File: src/rtl/gen_step_sched.sv
// Generation scheduler: turns evolve ticks / manual steps into a row sweep of the
// update engine and commits each generation with a vblank-aligned buffer swap.
// Optional row watchdog: define GEN_SCHED_WDOG_EN.
module gen_step_sched #(
   parameter int ROWS  = 32,
   parameter int ROW_W = 5,
   parameter int GEN_W = 16
) (
   input  logic             clk,
   input  logic             rst,
   input  logic             mode,
   input  logic             envolve_v,
   input  logic             step_btn,
   input  logic             clear_req,
   input  logic             vblank,
   output logic             row_start,
   output logic             row_clr,
   output logic [ROW_W-1:0] row_idx,
   input  logic             row_done,
   output logic             swap_buf,
   output logic [GEN_W-1:0] gen_count,
   output logic             busy,
`ifdef GEN_SCHED_WDOG_EN
   output logic             wdog_err,
`endif
   output logic             pending
);

   typedef enum logic [1:0] {IDLE, ISSUE, WAIT, COMMIT} state_t;

   state_t           state, state_n;
   logic [ROW_W-1:0] row_cnt, row_cnt_n;
   logic [GEN_W-1:0] gen_n;
   logic             clr_flag, clr_n;
   logic             pend_trig, pend_trig_n;
   logic             pend_clr, pend_clr_n;
   logic             swap;
   logic             trig;

`ifdef GEN_SCHED_WDOG_EN
   logic [7:0]       wdog_cnt, wdog_cnt_n;
   logic             wdog_err_n;
`endif

   assign trig = mode ? envolve_v : step_btn;

   always_ff @(posedge clk) begin
      if (rst) begin
         state     <= IDLE;
         row_cnt   <= '0;
         clr_flag  <= 1'b0;
         pend_trig <= 1'b0;
         pend_clr  <= 1'b0;
         gen_count <= '0;
`ifdef GEN_SCHED_WDOG_EN
         wdog_cnt  <= '0;
         wdog_err  <= 1'b0;
`endif
      end else begin
         state     <= state_n;
         row_cnt   <= row_cnt_n;
         clr_flag  <= clr_n;
         pend_trig <= pend_trig_n;
         pend_clr  <= pend_clr_n;
         gen_count <= gen_n;
`ifdef GEN_SCHED_WDOG_EN
         wdog_cnt  <= wdog_cnt_n;
         wdog_err  <= wdog_err_n;
`endif
      end
   end

   always_comb begin
      state_n     = state;
      row_cnt_n   = row_cnt;
      clr_n       = clr_flag;
      pend_trig_n = pend_trig;
      pend_clr_n  = pend_clr;
      gen_n       = gen_count;
      swap        = 1'b0;
`ifdef GEN_SCHED_WDOG_EN
      wdog_cnt_n  = wdog_cnt;
      wdog_err_n  = wdog_err;
`endif

      // While busy, requests are only recorded; IDLE dispatch consumes them.
      if (state != IDLE) begin
         if (trig)      pend_trig_n = 1'b1;
         if (clear_req) pend_clr_n  = 1'b1;
      end

      case (state)
         IDLE: begin
            if (clear_req || pend_clr) begin
               state_n     = ISSUE;
               clr_n       = 1'b1;
               row_cnt_n   = '0;
               pend_clr_n  = 1'b0;
               pend_trig_n = trig;
            end else if (trig || pend_trig) begin
               state_n     = ISSUE;
               clr_n       = 1'b0;
               row_cnt_n   = '0;
               pend_trig_n = 1'b0;
            end
         end
         ISSUE: begin
            state_n = WAIT;
`ifdef GEN_SCHED_WDOG_EN
            wdog_cnt_n = '0;
`endif
         end
         WAIT: begin
            if (row_done) begin
               if (row_cnt == ROW_W'(ROWS - 1)) begin
                  state_n = COMMIT;
               end else begin
                  row_cnt_n = row_cnt + 1'b1;
                  state_n   = ISSUE;
               end
            end
`ifdef GEN_SCHED_WDOG_EN
            else begin
               wdog_cnt_n = wdog_cnt + 8'd1;
               // Stalled engine: abandon the sweep when the counter hits 255.
               if (wdog_cnt == 8'd254) begin
                  state_n     = IDLE;
                  row_cnt_n   = '0;
                  pend_trig_n = 1'b0;
                  wdog_err_n  = 1'b1;
               end
            end
`endif
         end
         COMMIT: begin
            if (vblank) begin
               swap      = 1'b1;
               state_n   = IDLE;
               row_cnt_n = '0;
               gen_n     = clr_flag ? '0 : gen_count + 1'b1;
`ifdef GEN_SCHED_WDOG_EN
               if (clr_flag) wdog_err_n = 1'b0;
`endif
            end
         end
         default: state_n = IDLE;
      endcase
   end

   assign row_start = (state == ISSUE);
   assign row_clr   = row_start & clr_flag;
   assign row_idx   = row_cnt;
   assign swap_buf  = swap & ~rst;
   assign busy      = (state != IDLE);
   assign pending   = pend_trig;

endmodule

File: config.mk
export PLATFORM = sky130hd
export DESIGN_NAME = gen_step_sched
export DESIGN_NICKNAME = d
export VERILOG_FILES = /design/src/rtl/gen_step_sched.sv
export SDC_FILE = /design/constraint.sdc
export NUM_CORES = 1
export LEC_CHECK = 0
export CAP_MARGIN = 20
export CORE_MARGIN = 4
export CORE_UTILIZATION = 35
export CTS_BUF_LIST = sky130_fd_sc_hd__clkbuf_4
export DETAILED_ROUTE_END_ITERATION = 10
export PLACE_DENSITY_LB_ADDON = 0.3
export SLEW_MARGIN = 5
export SYNTH_ARGS = -nofsm -noshare
export SYNTH_HDL_FRONTEND = slang
export SYNTH_SLANG_ARGS = --single-unit
File: constraint.sdc
create_clock -name clk -period 2.44 [get_ports clk]
set_input_delay 0.244 -clock clk [delete_from_list [all_inputs] [get_ports clk]]
set_output_delay 0.244 -clock clk [all_outputs]
set_load 0.01 [all_outputs]
Yosys cells after proc, flatten, opt, wreduce, memory -nomap -nowiden
Index checks and enable logic that the tools add are counted.
{"block": "op_classes", "bitwise_logic": 3, "muxes": 27, "reduce_logical": 10, "eq_ne": 8, "n_addsub": 2}
{"cell": "2-to-1 mux 5 bit", "count": 5}
{"cell": "adder 16 x 1 -> 16 bit, second input constant", "count": 1}
{"cell": "2-to-1 mux 16 bit", "count": 1}
{"cell": "case mux 5 bit (3 select lines)", "count": 1}
{"cell": "2-to-1 mux 1 bit", "count": 14}
{"cell": "2-to-1 mux 2 bit", "count": 5}
{"cell": "case mux 2 bit (4 select lines)", "count": 1}
{"cell": "!= test 2 bit, second input constant", "count": 3}
{"cell": "adder 5 x 1 -> 5 bit, second input constant", "count": 1}
{"cell": "equality test 5 bit, second input constant", "count": 1}
{"cell": "AND reduction 5 bit", "count": 1}
{"cell": "equality test 2 bit, second input constant", "count": 2}
{"cell": "AND reduction 2 bit", "count": 2}
{"cell": "nonzero test 2 bit", "count": 2}
{"cell": "!= test 3 bit, second input constant", "count": 1}
{"cell": "AND reduction 3 bit", "count": 1}
{"cell": "nonzero test 3 bit", "count": 1}
{"cell": "bitwise AND 1 bit", "count": 2}
{"cell": "equality test 2 x 1 -> 1 bit, second input constant", "count": 1}
{"cell": "zero test 2 bit", "count": 1}
{"cell": "logical OR 1 bit", "count": 2}
{"cell": "inverter 1 bit", "count": 1}
{"block": "totals", "regBits": 26, "out_inout_bits": 26}

Logic depth before layout (Yosys ltp)
{"block": "logic_depth", "word_depth": 6, "depth_mapped": 7, "mapped_depth_nobuf": 7}

Worst setup path after synthesis
No wires, ideal clock.
{"block": "synth_timing", "kind": "register to register", "startpoint": "register row_cnt[0], in the netlist row_idx[0]", "endpoint": "register row_cnt[2], in the netlist row_idx[2]", "required_ps": 2369, "slack_ps": 614, "period_less_slack_ps": 1826, "arrival_ps": 1756, "n_path_buf": 0, "path_stages_with_launch": 8, "cell_sequence": "dfxtp_1 -> ha_1 -> and3_1 -> ha_1 -> nor2b_1 -> a21oi_1 -> or4_1 -> a21oi_1"}
{"block": "synth_via", "elab_chain_cells": 4, "elab_cells_between_ends": 7, "classes_between": "add/sub (1); eq/ne (2); mux (3); reduce/logical (1)"}
{"element": "start: declaration", "line": "32", "rtl": "logic [ROW_W-1:0] row_cnt, row_cnt_n;"}
{"element": "start signal: assignment", "line": "61", "rtl": "row_cnt <= row_cnt_n;"}
{"element": "adder 5 x 1 -> 5 bit", "line": "118", "rtl": "row_cnt_n = row_cnt + 1'b1;"}
{"element": "2-to-1 mux 5 bit", "line": "115", "rtl": "if (row_cnt == ROW_W'(ROWS - 1)) begin"}
{"element": "2-to-1 mux 5 bit", "line": "114", "rtl": "if (row_done) begin"}
{"element": "case mux 5 bit (3 select lines)", "line": "92", "rtl": "case (state)"}
Several ways; a longest one is shown, not always the timed one. The select of a mux whose other input is x is not followed.
A chain may end at the register's enable or synchronous reset.

Final worst setup path
{"block": "layout_timing", "startpoint": "register state[0]", "endpoint": "register row_cnt[3], in the netlist row_idx[3]"}
{"block": "layout_via", "elab_chain_cells": 3, "elab_cells_between_ends": 10, "classes_between": "eq/ne (6); mux (1); reduce/logical (3)"}
{"element": "start: declaration", "line": "31", "rtl": "state_t state, state_n;"}
{"element": "start signal: assignment", "line": "60", "rtl": "state <= state_n;"}
{"element": "equality test 2 bit / zero test 2 bit (equally long branches)", "line": "92"}
{"element": "!= test 2 bit (no source line), or another cell as far along"}
{"element": "AND reduction 5 bit (no source line)"}
Several ways; a longest one is shown, not always the timed one.

==> run_results.csv <==
group,metric,value,unit
global_route,grt_max_degree,15,
synth,yosys_register_bits,26,
power_and_ir_drop,ir_drop,0.0002682,V
floorplan,io-pin-count,34,
synth,synth_cell_types,39,
detailed_routing,drt_iter0_drc,52,
synth,synth_area,1326,um2
timing,fin_ws,0.3013,ns
detailed_routing,drt_drc_violations_left,0,
detailed_routing,vias,1226,
setup_path,critPathKind,"register to register",
clock_tree,cts_root_buf,"clkbuf_4",
setup_path,start_kind,"register",
floorplan,rows,22,
floorplan,coreArea,3661,um2
final_layout,fillers,351,
hold_path,whs_endpoint,"row_idx[4]",
final_layout,drive_gt1_share,7.895,%
flow_run,maxCapViolations,0,
timing,slew_headroom,54.85,%
detailed_routing,dr.pass1.iters,4,
placed_design,dpl.hpwl,2.422,mm
clock_tree,numCtsBuffers,3,
clock_tree,clock_latency,0.32,ns
placed_design,gp_congestion,0.8445,
setup_path,critPathMaxFanout,11,
timing,min_period,2.139,ns
hold_path,min_from,"row_idx[4]",
timing,hold_ws,0.5071,ns
floorplan,start_util,36.23,%
final_layout,final_util,47.51,%
detailed_routing,viasPerCell,5.151,
final_layout,seqCellArea,520.5,um2
timing,period_share,87.65,%
detailed_routing,final_antenna_net_count,0,
detailed_routing,wirelength,3.088,mm
global_route,track_usage,13.14,%
power_and_ir_drop,p_leak,0.6472,nW
timing,hold_viol,0,
timing,finClkSkew,0.01284,ns
timing,final_max_slew_viol_count,0,
timing,setup_viol,0,
final_layout,area_growth,31.13,%
detailed_routing,routedWlPerCell,12.97,um
synth,yosys_warnings,0,
run_status,run_status,"finished, final reports clean",
setup_path,r2r_start,"state[0]",
synth,yosysSeqAreaShare,39.25,%
power_and_ir_drop,power.total,0.8911,mW
setup_path,cp_data_required_time,2.67,ns
clock_tree,post_cts_buffers,0,
setup_path,crit_path_end_kind,"register",
setup_path,timing.rr.end,"row_idx[3]",
clock_tree,cts_resized,0,
final_layout,insertedDiodeCount,0,
clock_tree,tritoncts,"built",
synth,synth_fp_nets,169,
clock_tree,clockBufferDepth,2,
setup_path,r2r_cells,6,
timing,worst_slew_pin_slew,0.6732,ns
global_route,antenna_found_initial,0,
hold_path,min_path_type,"register to register",
global_route,grt_pass1_wl,5.382,mm
timing,tns,0,ns
floorplan,die_x,69.56,um
synth,postSynthAreaPerCell,8.612,um2
floorplan,die_h,69.56,um
floorplan,fp.dieArea,4838,um2
clock_tree,postCtsHoldBufs,0,
global_route,overflow,0,
placed_design,io_buffers,33,
synth,syn-instance-count,154,
clock_tree,cts_htree_levels,1,
setup_path,crit_arrival,2.37,ns
global_route,grt_pass1_vias,1224,
setup_path,reg2reg_slack,0.30,ns
timing,clock.fmax,467.6,MHz
clock_tree,cts.sinks,26,
hold_path,holdPathStages,2,
final_layout,multi_input_area,757.0,um2
clock_tree,clk_pin_slew,0.14,ns
power_and_ir_drop,pwr_density_cell,512.4,nW/um2
timing,grt_setup_unrepaired,"false",
final_layout,nNetsFinal,206,
placed_design,preCtsSetupSlack,0.3219,ns
[cells by family after synthesis]
group | count (synthesis) | synth area share (%)
AO/OA/AOI/OAI | 32 | 16.04
XOR/XNOR | 10 | 6.604
adder cells (fa/ha/maj) | 7 | 6.603
buffers and inverters | 11 | 3.679
flip-flops | 26 | 39.25
multiplexers | 1 | 0.8490
AND/OR/NAND/NOR | 67 | 26.98
[sequential cells by signal, summed over array words and instances (netlist names)]
register and cells:
row_idx 5, state 2, clr_flag 1, pending 1, gen_count 16, pend_clr 1
[worst max-delay path by stage]
stage	start	to	slack, ns	depth (start not counted)
floorplan	row_idx[0]	row_idx[2]	0.61	7
global placement	mode	row_idx[3]	0.38	5
detailed placement	mode	row_idx[3]	0.32	5
CTS	state[0]	swap_buf	0.31	4
global route	state[1]	row_idx[1]	0.08	6
finish	state[0]	row_idx[3]	0.30	6
[layout make-up]
cell class	instances	area share, %
clock buffers	3	1.295
clock inverters	1	0.2158
inverters	8	1.727
multi-input cells	117	43.53
flip-flops and latches	26	29.93
well taps	48	3.453
repair buffers	35	19.86
[cells in the mapped netlist]
cell       n  area share (%)
and2_1     1            0.47
a41o_1     2             1.5
or4b_1     1            0.75
nor3b_1    1            0.57
nand4_1    2            0.94
nand2b_1   1            0.47
nand3_1    6             2.3
a22oi_1    1            0.57
a311oi_1   1            0.66
nor4_1     1            0.47
xnor2_1    8             5.3
nor2b_1    1            0.47
o31ai_2    1            0.94
nor4_2     1            0.94
ha_1       7             6.6
or3_1      2            0.94
nor3_1     7             2.6
nor4_4     1             1.6
and3_1     3             1.4
dfxtp_1   26              39
a211o_1    1            0.66
clkbuf_1   2            0.57
or4_1      2             1.1
nand2_1   11             3.1
o311a_2    1            0.85
or3b_4     1            0.85
buf_6      1            0.85
inv_1      8             2.3
o31ai_1    1            0.57
a32o_1     1            0.75
a31oi_1    3             1.4
or2b_2     1            0.66
nand3_2    1            0.75
a31o_2     2             1.3
xor2_1     2             1.3
nor2_1    23             6.5
o21ai_0    7             2.6
a21oi_1   11             4.2
mux2_2     1            0.85
[power breakdown]
part	internal, mW	switching (mW)
logic	0.111	0.129
registers	0.445	0.0262
clock network	0.0598	0.121
[per-stage QoR]
stage | std cells | cell area, um2
after global placement | 234 | 1713
after global routing | 238 | 1739
after CTS | 238 | 1739
after detailed placement | 234 | 1713
after floorplan | 154 | 1326
final | 238 | 1739
[routing by layer]
metal  up-vias  global-route usage, %  share of wire (%)
met5         -                      0                  0
met3         2                  3.043                5.2
met2        27                  22.25                 48
met1       573                  16.62                 46
li1        624                      -                  -
met4         0                  3.688               0.42
[placed cells by master (no fill, tap or decap), types with 2 or more instances in the layout]
cell and count:
clkdlybuf4s50_1 33, a31o_2 2, ha_1 7, nor2_1 23, or4_1 2, a21oi_1 11
nand3_1 6, o21ai_0 7, dfxtp_1 26, or3_1 2, nand2_1 11, xnor2_1 8
buf_4 2, inv_1 8, nand4_1 2, and3_1 3, xor2_1 2, clkbuf_4 3
a41o_1 2, a31oi_1 3, nor3_1 7
[critical path, stage by stage, from the launching register on]
cell,delay (ns)
dfxtp_1,0.38
inv_1,0.10
ha_1,0.23
or3b_4,0.42
o31ai_2,0.57
nor3_1,0.11
a32o_1,0.24
No activity file was read; power rests on OpenSTA's default activity.
